File: src/rtl/i2c_cfg_pkg.sv
// Shared opcodes, sequencer state encoding and width helpers for the
// table-driven I2C configuration sequencer.
package i2c_cfg_pkg;

    typedef enum logic [1:0] {
        OP_WRITE = 2'b00,
        OP_DELAY = 2'b01,
        OP_END   = 2'b10,
        OP_NOP   = 2'b11
    } opcode_e;

    typedef enum logic [3:0] {
        S_IDLE,
        S_FETCH,
        S_WAIT_RDY,
        S_ISSUE,
        S_WAIT_END,
        S_RWAIT,
        S_DLY,
        S_ADV,
        S_DONE,
        S_FAIL
    } state_e;

    function automatic int entry_w(int reg_bytes, int data_bytes);
        return 2 + 8 * (reg_bytes + data_bytes);
    endfunction

    function automatic int cfg_w(int reg_bytes, int data_bytes);
        return 8 * (1 + reg_bytes + data_bytes);
    endfunction

endpackage

File: src/rtl/i2c_config_seq_if.sv
// Byte-level I2C controller handshake: the sequencer is the master side,
// the controller the slave side.
interface i2c_config_seq_if #(
    parameter int CFG_W = 24
) ();
    logic [CFG_W-1:0] CFG_DATA;
    logic             CFG_START;
    logic             CFG_READY;
    logic             CFG_END;
    logic             CFG_NACK;

    modport master (
        output CFG_DATA,
        output CFG_START,
        input  CFG_READY,
        input  CFG_END,
        input  CFG_NACK
    );

    modport slave (
        input  CFG_DATA,
        input  CFG_START,
        output CFG_READY,
        output CFG_END,
        output CFG_NACK
    );
endinterface

File: src/rtl/cfg_tick_timer.sv
// Tick prescaler plus N-tick down-counter; load restarts both so a wait of
// N ticks lasts exactly N*TICK_CYCLES cycles after the load.
module cfg_tick_timer #(
    parameter int TICK_CYCLES = 50000,
    parameter int N_W         = 16
) (
    input  logic           clk,
    input  logic           rst,
    input  logic           load_i,
    input  logic [N_W-1:0] n_i,
    output logic           expired_o
);
    localparam int PRE_W = (TICK_CYCLES > 1) ? $clog2(TICK_CYCLES) : 1;

    logic [PRE_W-1:0] pre_q, pre_d;
    logic [N_W-1:0]   cnt_q, cnt_d;
    logic             tick;

    assign tick = (pre_q == PRE_W'(TICK_CYCLES - 1));

    always_comb begin
        pre_d = tick ? '0 : pre_q + PRE_W'(1);
        cnt_d = cnt_q;
        if (tick && (cnt_q != '0)) begin
            cnt_d = cnt_q - N_W'(1);
        end
        if (load_i) begin
            pre_d = '0;
            cnt_d = n_i;
        end
    end

    always_ff @(posedge clk or posedge rst) begin
        if (rst) begin
            pre_q <= '0;
            cnt_q <= '0;
        end else begin
            pre_q <= pre_d;
            cnt_q <= cnt_d;
        end
    end

    // Report expiry in the cycle of the last tick so the caller leaves on time.
    assign expired_o = (cnt_q == '0) || (tick && (cnt_q == N_W'(1)));

endmodule

File: src/rtl/i2c_config_seq.sv
// Walks a configuration ROM and issues WRITE entries to the I2C byte
// controller, with DELAY/END/NOP opcodes, bounded NACK retry and error index.
//   state    | meaning
//   IDLE     | waiting for START          FETCH    | decode TABLE_ENTRY
//   WAIT_RDY | wait for controller idle   ISSUE    | CFG_START pulse
//   WAIT_END | transfer in flight         RWAIT    | back-off before retry
//   DLY      | DELAY opcode wait          ADV      | next index / table end
//   DONE     | table finished             FAIL     | retries exhausted
module i2c_config_seq
    import i2c_cfg_pkg::*;
#(
    parameter logic [7:0] SLAVE_ADDR  = 8'h72,
    parameter int         REG_BYTES   = 1,
    parameter int         DATA_BYTES  = 1,
    parameter int         NUM_ENTRIES = 32,
    parameter int         MAX_RETRY   = 3,
    parameter int         TICK_CYCLES = 50000,
    parameter int         RETRY_TICKS = 1,
    parameter bit         AUTO_START  = 1'b1,
    localparam int        IDX_W       = (NUM_ENTRIES > 1) ? $clog2(NUM_ENTRIES) : 1,
    localparam int        ENTRY_W     = entry_w(REG_BYTES, DATA_BYTES),
    localparam int        CFG_W       = cfg_w(REG_BYTES, DATA_BYTES)
) (
    input  logic               REF_CLK,
    input  logic               RESET_CONFIG,
    input  logic               START,
    output logic [IDX_W-1:0]   TABLE_INDEX,
    input  logic [ENTRY_W-1:0] TABLE_ENTRY,
    i2c_config_seq_if.master   cfg,
    output logic               BUSY,
    output logic               DONE,
    output logic               ERROR,
    output logic [IDX_W-1:0]   ERR_INDEX
);
    localparam int PAY_W = ENTRY_W - 2;
    localparam int RC_W  = (MAX_RETRY > 0) ? $clog2(MAX_RETRY + 1) : 1;

    state_e             state_q, state_d;
    logic [IDX_W-1:0]   index_q, index_d;
    logic [IDX_W-1:0]   err_idx_q, err_idx_d;
    logic [RC_W-1:0]    retry_q, retry_d;
    logic [CFG_W-1:0]   cfg_data_q, cfg_data_d;
    logic               tmr_load;
    logic [PAY_W-1:0]   tmr_n;
    logic               tmr_expired;
    opcode_e            opcode;
    logic [PAY_W-1:0]   payload;

    assign opcode  = opcode_e'(TABLE_ENTRY[ENTRY_W-1 -: 2]);
    assign payload = TABLE_ENTRY[PAY_W-1:0];

    cfg_tick_timer #(
        .TICK_CYCLES (TICK_CYCLES),
        .N_W         (PAY_W)
    ) u_tmr (
        .clk       (REF_CLK),
        .rst       (RESET_CONFIG),
        .load_i    (tmr_load),
        .n_i       (tmr_n),
        .expired_o (tmr_expired)
    );

    always_comb begin
        state_d    = state_q;
        index_d    = index_q;
        err_idx_d  = err_idx_q;
        retry_d    = retry_q;
        cfg_data_d = cfg_data_q;
        tmr_load   = 1'b0;
        tmr_n      = payload;

        case (state_q)
            S_IDLE, S_DONE, S_FAIL: begin
                if (START) begin
                    index_d   = '0;
                    err_idx_d = '0;
                    retry_d   = '0;
                    state_d   = S_FETCH;
                end
            end
            S_FETCH: begin
                case (opcode)
                    OP_WRITE: begin
                        cfg_data_d = {SLAVE_ADDR, payload};
                        state_d    = S_WAIT_RDY;
                    end
                    OP_DELAY: begin
                        tmr_load = 1'b1;
                        state_d  = S_DLY;
                    end
                    OP_END:   state_d = S_DONE;
                    OP_NOP:   state_d = S_ADV;
                endcase
            end
            S_WAIT_RDY: begin
                if (cfg.CFG_READY) state_d = S_ISSUE;
            end
            S_ISSUE: state_d = S_WAIT_END;
            S_WAIT_END: begin
                if (cfg.CFG_END) begin
                    if (!cfg.CFG_NACK) begin
                        state_d = S_ADV;
                    end else if (int'(retry_q) < MAX_RETRY) begin
                        retry_d  = retry_q + RC_W'(1);
                        tmr_load = 1'b1;
                        tmr_n    = PAY_W'(RETRY_TICKS);
                        state_d  = S_RWAIT;
                    end else begin
                        err_idx_d = index_q;
                        state_d   = S_FAIL;
                    end
                end
            end
            S_RWAIT: begin
                if (tmr_expired) state_d = S_WAIT_RDY;
            end
            S_DLY: begin
                if (tmr_expired) state_d = S_ADV;
            end
            S_ADV: begin
                retry_d = '0;
                // Running off the end of the table behaves like an END entry.
                if (index_q == IDX_W'(NUM_ENTRIES - 1)) begin
                    state_d = S_DONE;
                end else begin
                    index_d = index_q + IDX_W'(1);
                    state_d = S_FETCH;
                end
            end
            default: state_d = S_IDLE;
        endcase
    end

    always_ff @(posedge REF_CLK or posedge RESET_CONFIG) begin
        if (RESET_CONFIG) begin
            state_q    <= AUTO_START ? S_FETCH : S_IDLE;
            index_q    <= '0;
            err_idx_q  <= '0;
            retry_q    <= '0;
            cfg_data_q <= '0;
        end else begin
            state_q    <= state_d;
            index_q    <= index_d;
            err_idx_q  <= err_idx_d;
            retry_q    <= retry_d;
            cfg_data_q <= cfg_data_d;
        end
    end

    assign TABLE_INDEX   = index_q;
    assign ERR_INDEX     = err_idx_q;
    assign cfg.CFG_DATA  = cfg_data_q;
    assign cfg.CFG_START = (state_q == S_ISSUE);
    assign DONE          = (state_q == S_DONE);
    assign ERROR         = (state_q == S_FAIL);
    // The reset state may be FETCH, yet BUSY must read 0 while reset is held.
    assign BUSY          = !RESET_CONFIG && (state_q != S_IDLE) &&
                           (state_q != S_DONE) && (state_q != S_FAIL);

endmodule

File: src/flat_wrapper.sv
// flat-port wrapper written by rule: the top's interface ports become plain ports
module i2c_config_seq_flat import i2c_cfg_pkg::*;
#(
    parameter logic [7:0] SLAVE_ADDR  = 8'h72,
    parameter int         REG_BYTES   = 1,
    parameter int         DATA_BYTES  = 1,
    parameter int         NUM_ENTRIES = 32,
    parameter int         MAX_RETRY   = 3,
    parameter int         TICK_CYCLES = 50000,
    parameter int         RETRY_TICKS = 1,
    parameter bit         AUTO_START  = 1'b1,
    localparam int        IDX_W       = (NUM_ENTRIES > 1) ? $clog2(NUM_ENTRIES) : 1,
    localparam int        ENTRY_W     = entry_w(REG_BYTES, DATA_BYTES),
    localparam int        CFG_W       = cfg_w(REG_BYTES, DATA_BYTES)
)
  (REF_CLK, RESET_CONFIG, START, TABLE_INDEX, TABLE_ENTRY, BUSY, DONE, ERROR, ERR_INDEX, cfg_CFG_DATA, cfg_CFG_START, cfg_CFG_READY, cfg_CFG_END, cfg_CFG_NACK);
  i2c_config_seq_if #(.CFG_W(24)) cfg_i ();
  input  logic REF_CLK;
  input  logic RESET_CONFIG;
  input  logic START;
  output logic [IDX_W-1:0] TABLE_INDEX;
  input  logic [ENTRY_W-1:0] TABLE_ENTRY;
  output logic BUSY;
  output logic DONE;
  output logic ERROR;
  output logic [IDX_W-1:0] ERR_INDEX;
  output wire logic [$bits(cfg_i.CFG_DATA)-1:0] cfg_CFG_DATA;
  output wire logic [$bits(cfg_i.CFG_START)-1:0] cfg_CFG_START;
  input wire logic [$bits(cfg_i.CFG_READY)-1:0] cfg_CFG_READY;
  input wire logic [$bits(cfg_i.CFG_END)-1:0] cfg_CFG_END;
  input wire logic [$bits(cfg_i.CFG_NACK)-1:0] cfg_CFG_NACK;
  assign cfg_CFG_DATA = cfg_i.CFG_DATA;
  assign cfg_CFG_START = cfg_i.CFG_START;
  assign cfg_i.CFG_READY = cfg_CFG_READY;
  assign cfg_i.CFG_END = cfg_CFG_END;
  assign cfg_i.CFG_NACK = cfg_CFG_NACK;
  i2c_config_seq #(.SLAVE_ADDR(SLAVE_ADDR), .REG_BYTES(REG_BYTES), .DATA_BYTES(DATA_BYTES), .NUM_ENTRIES(NUM_ENTRIES), .MAX_RETRY(MAX_RETRY), .TICK_CYCLES(TICK_CYCLES), .RETRY_TICKS(RETRY_TICKS), .AUTO_START(AUTO_START)) u_core (.REF_CLK(REF_CLK), .RESET_CONFIG(RESET_CONFIG), .START(START), .TABLE_INDEX(TABLE_INDEX), .TABLE_ENTRY(TABLE_ENTRY), .cfg(cfg_i), .BUSY(BUSY), .DONE(DONE), .ERROR(ERROR), .ERR_INDEX(ERR_INDEX));
endmodule
File: config.mk
export PLATFORM = sky130hd
export DESIGN_NAME = i2c_config_seq_flat
export DESIGN_NICKNAME = d
export VERILOG_FILES = /design/src/rtl/i2c_cfg_pkg.sv /design/src/rtl/i2c_config_seq_if.sv /design/src/rtl/cfg_tick_timer.sv /design/src/rtl/i2c_config_seq.sv /design/src/flat_wrapper.sv
export SDC_FILE = /design/constraint.sdc
export NUM_CORES = 1
export LEC_CHECK = 0
export CORE_AREA = 4 4 101 103
export CTS_CLUSTER_DIAMETER = 30
export CTS_CLUSTER_SIZE = 28
export DETAILED_ROUTE_END_ITERATION = 16
export DIE_AREA = 0 0 105 107
export HOLD_SLACK_MARGIN = 0.1
export PLACE_DENSITY = 0.6
export SYNTH_ARGS = -nofsm -noshare
export SYNTH_HDL_FRONTEND = slang
export SYNTH_SLANG_ARGS = --single-unit
export TNS_END_PERCENT = 20
File: constraint.sdc
create_clock -name REF_CLK -period 5.1 [get_ports REF_CLK]
set_input_delay 0.765 -clock REF_CLK [delete_from_list [all_inputs] [get_ports REF_CLK]]
set_output_delay 0.765 -clock REF_CLK [all_outputs]
set_load 0.1 [all_outputs]
==> impl_metrics.env <==
export IMPL_final_instance_count_excl_fill=529
export IMPL_fp_dieH_um=107
export IMPL_syn_inst=362
export IMPL_end_kind="primary output"
export IMPL_dp_cells=513
export IMPL_layout_common_cells="dfrtp_1 (64), clkdlybuf4s50_1 (57), nor2_1 (32), nand2_1 (31), mux2_2 (17)"
export IMPL_io_buffers=57
export IMPL_ctsResizeCount=0
export IMPL_place_area_um2=4229
export IMPL_holdWs_ns=0.4727
export IMPL_postCtsHoldBufs=0
export IMPL_rsz0062_at_grt="no"
export IMPL_finalHoldViolations=0
export IMPL_crit_arrival_ns=2.86
export IMPL_wire_per_inst_um=15.37
export IMPL_cts_setup_buffers=0
export IMPL_clk_latency_ns=0.35
export IMPL_pin_count=62
export IMPL_finalCriticalPeriod_ns=3.622
export IMPL_layout_nets=444
export IMPL_synth_ff_type="dfrtp_1"
export IMPL_root_buffer="clkbuf_8"
export IMPL_die_area_um2=11240
export IMPL_hold_path_class="reg -> reg"
export IMPL_grt_overflow=0
export IMPL_required_ns=4.34
export IMPL_grt_pass1_vias=2847
export IMPL_antenna_found_initial=0
export IMPL_n_antenna_cell=0
export IMPL_grt_pass1_wl_um=13750
export IMPL_startpoint_type="flop"
export IMPL_synth_edf_count=0
export IMPL_wirelength_um=8132
export IMPL_fin_area_um2=4425
export IMPL_dpl_hpwl_um=5759
export IMPL_period_share=0.7102
export IMPL_final_antenna_net_count=0
export IMPL_die_width_um=105
export IMPL_final_common_cell="dfrtp_1"
export IMPL_start_util=0.3927
export IMPL_fillers=863
export IMPL_path_class="reg -> out"
export IMPL_worst_pin_slew_ns=0.9762
export IMPL_finalSetupViolCount=0
export IMPL_rows=35
export IMPL_cts_tree="done"
export IMPL_drcViolationCount=0
export IMPL_syn_to_final_growth_pct=22.56
export IMPL_yosys_register_bits=65
export IMPL_cts_buffer_depth=2
export IMPL_firstDrtPassIters=4
export IMPL_maxSlewHeadroom=0.3471
export IMPL_grt_util_all_layers=0.1510
export IMPL_fin_skew_ns=0.01026
export IMPL_coreArea_um2=9196
export IMPL_drv_cap=0
export IMPL_clkSinkCount=65
export IMPL_drive_above_1_share=0.1220
export IMPL_routabilityCongestion=0.8765
export IMPL_grt_max_degree=42
export IMPL_vias_per_cell=5.461
export IMPL_netlist_area_um2=3611
export IMPL_seq_area_frac_synth=0.4508
export IMPL_status="complete, no violations"
export IMPL_clk_pin_slew_ns=0.07
export IMPL_htreeDepth=3
export IMPL_synth_async_reset_ratio=1.000
export IMPL_numCtsBuffers=9
export IMPL_num_vias=2889
export IMPL_drv_slew=0
export IMPL_crit_fanout=15
export IMPL_synth_cell_types=67
export IMPL_fin_setup_tns_ns=0
export IMPL_fmax_mhz=276.1
export IMPL_yosys_warnings=0
export IMPL_synth_area_per_cell_um2=9.975
export IMPL_drtIter0Drc=113
layout make-up:
class,instances,area (µm²),area share
multi-input combinational,266,1832,0.4139
inverter,12,45.04,0.01018
clock inverter,5,55.05,0.01244
clock buffer,11,141.4,0.03195
timing repair buffer,59,585.6,0.1323
sequential,65,1628,0.3678
tap,111,138.9,0.03138
critical path, cell delays in order (launching register included):
cell and delay (ns):
dfstp_2 0.69, nor2b_1 0.44, nor3_1 0.13, nor2_1 0.11
clkdlybuf4s50_1 1.14
layer usage:
metal	GRT usage	wire length, µm	up-vias
met5	0	0	-
met2	0.2466	3867	87
met1	0.1860	3597	1380
met3	0.05298	546	13
li1	-	-	1409
met4	0.05155	120	0
cell usage after synthesis (9+ instances only):
library cell | n | area, µm²
o21ai_0 | 11 | 55.05
nor3_1 | 9 | 45.04
nor2_1 | 32 | 120.1
nand3_1 | 16 | 80.08
dfrtp_1 | 64 | 1602
nand2_1 | 31 | 116.4
mux2_2 | 17 | 191.4
clkbuf_1 | 10 | 37.54
o21ai_1 | 11 | 55.05
inv_1 | 12 | 45.04
xnor2_1 | 14 | 122.6
stage by stage:
| stage | worst slack, ns | utilization |
|---|---|---|
| 6_report | 1.478 | 0.4812 |
| 3_3_place_gp | 1.875 | 0.4599 |
| 3_5_place_dp | 1.842 | 0.4599 |
| 5_1_grt | 1.334 | 0.4812 |
| 2_1_floorplan | 1.450 | - |
| 4_1_cts | 1.464 | 0.4812 |
logic make-up (layout without fill, tap and decap cells):
| group | Yosys count | after routing | share of synthesized area |
|---|---|---|---|
| AOI/OAI and AO/OA | 70 | 70 | 0.1410 |
| xor gates and xnor gates | 22 | 22 | 0.05336 |
| muxes | 22 | 22 | 0.06826 |
| DFF | 65 | 65 | 0.4508 |
| other | 1 | 4 | 0.001039 |
| buffers and inverters | 34 | 87 | 0.04505 |
| and+or+nand+nor | 141 | 141 | 0.2162 |
| adders and majority gates | 7 | 7 | 0.02425 |
worst paths after layout:
kind | startpoint | endpoint | slack [ns] | cells past startpoint
worst max-delay path | u_core.state_q[0] | BUSY | 1.48 | 4
worst min-delay path | u_core.u_tmr.pre_q[0] | u_core.u_tmr.pre_q[0] | 0.47 | 1
worst max register to register | u_core.state_q[1] | u_core.u_tmr.pre_q[14] | 2.35 | 5
worst min register to register | u_core.u_tmr.pre_q[0] | u_core.u_tmr.pre_q[0] | 0.47 | 1
max in group asynchronous | RESET_CONFIG | u_core.state_q[0] | 3.23 | 3
min in group asynchronous | RESET_CONFIG | u_core.ERR_INDEX[0] | 0.93 | 2
state kept, by name (all words and copies together), names as in the netlist:
register and count:
u_core.TABLE_INDEX 5, u_core.u_tmr.cnt_q 16, u_core.retry_q 2, u_core.u_tmr.pre_q 16, u_core.ERR_INDEX 5, u_core.cfg.CFG_DATA 17
u_core.state_q 4
Power is not shown: default switching activity piles up to over one toggle a cycle in this logic, so the estimate is an artifact.
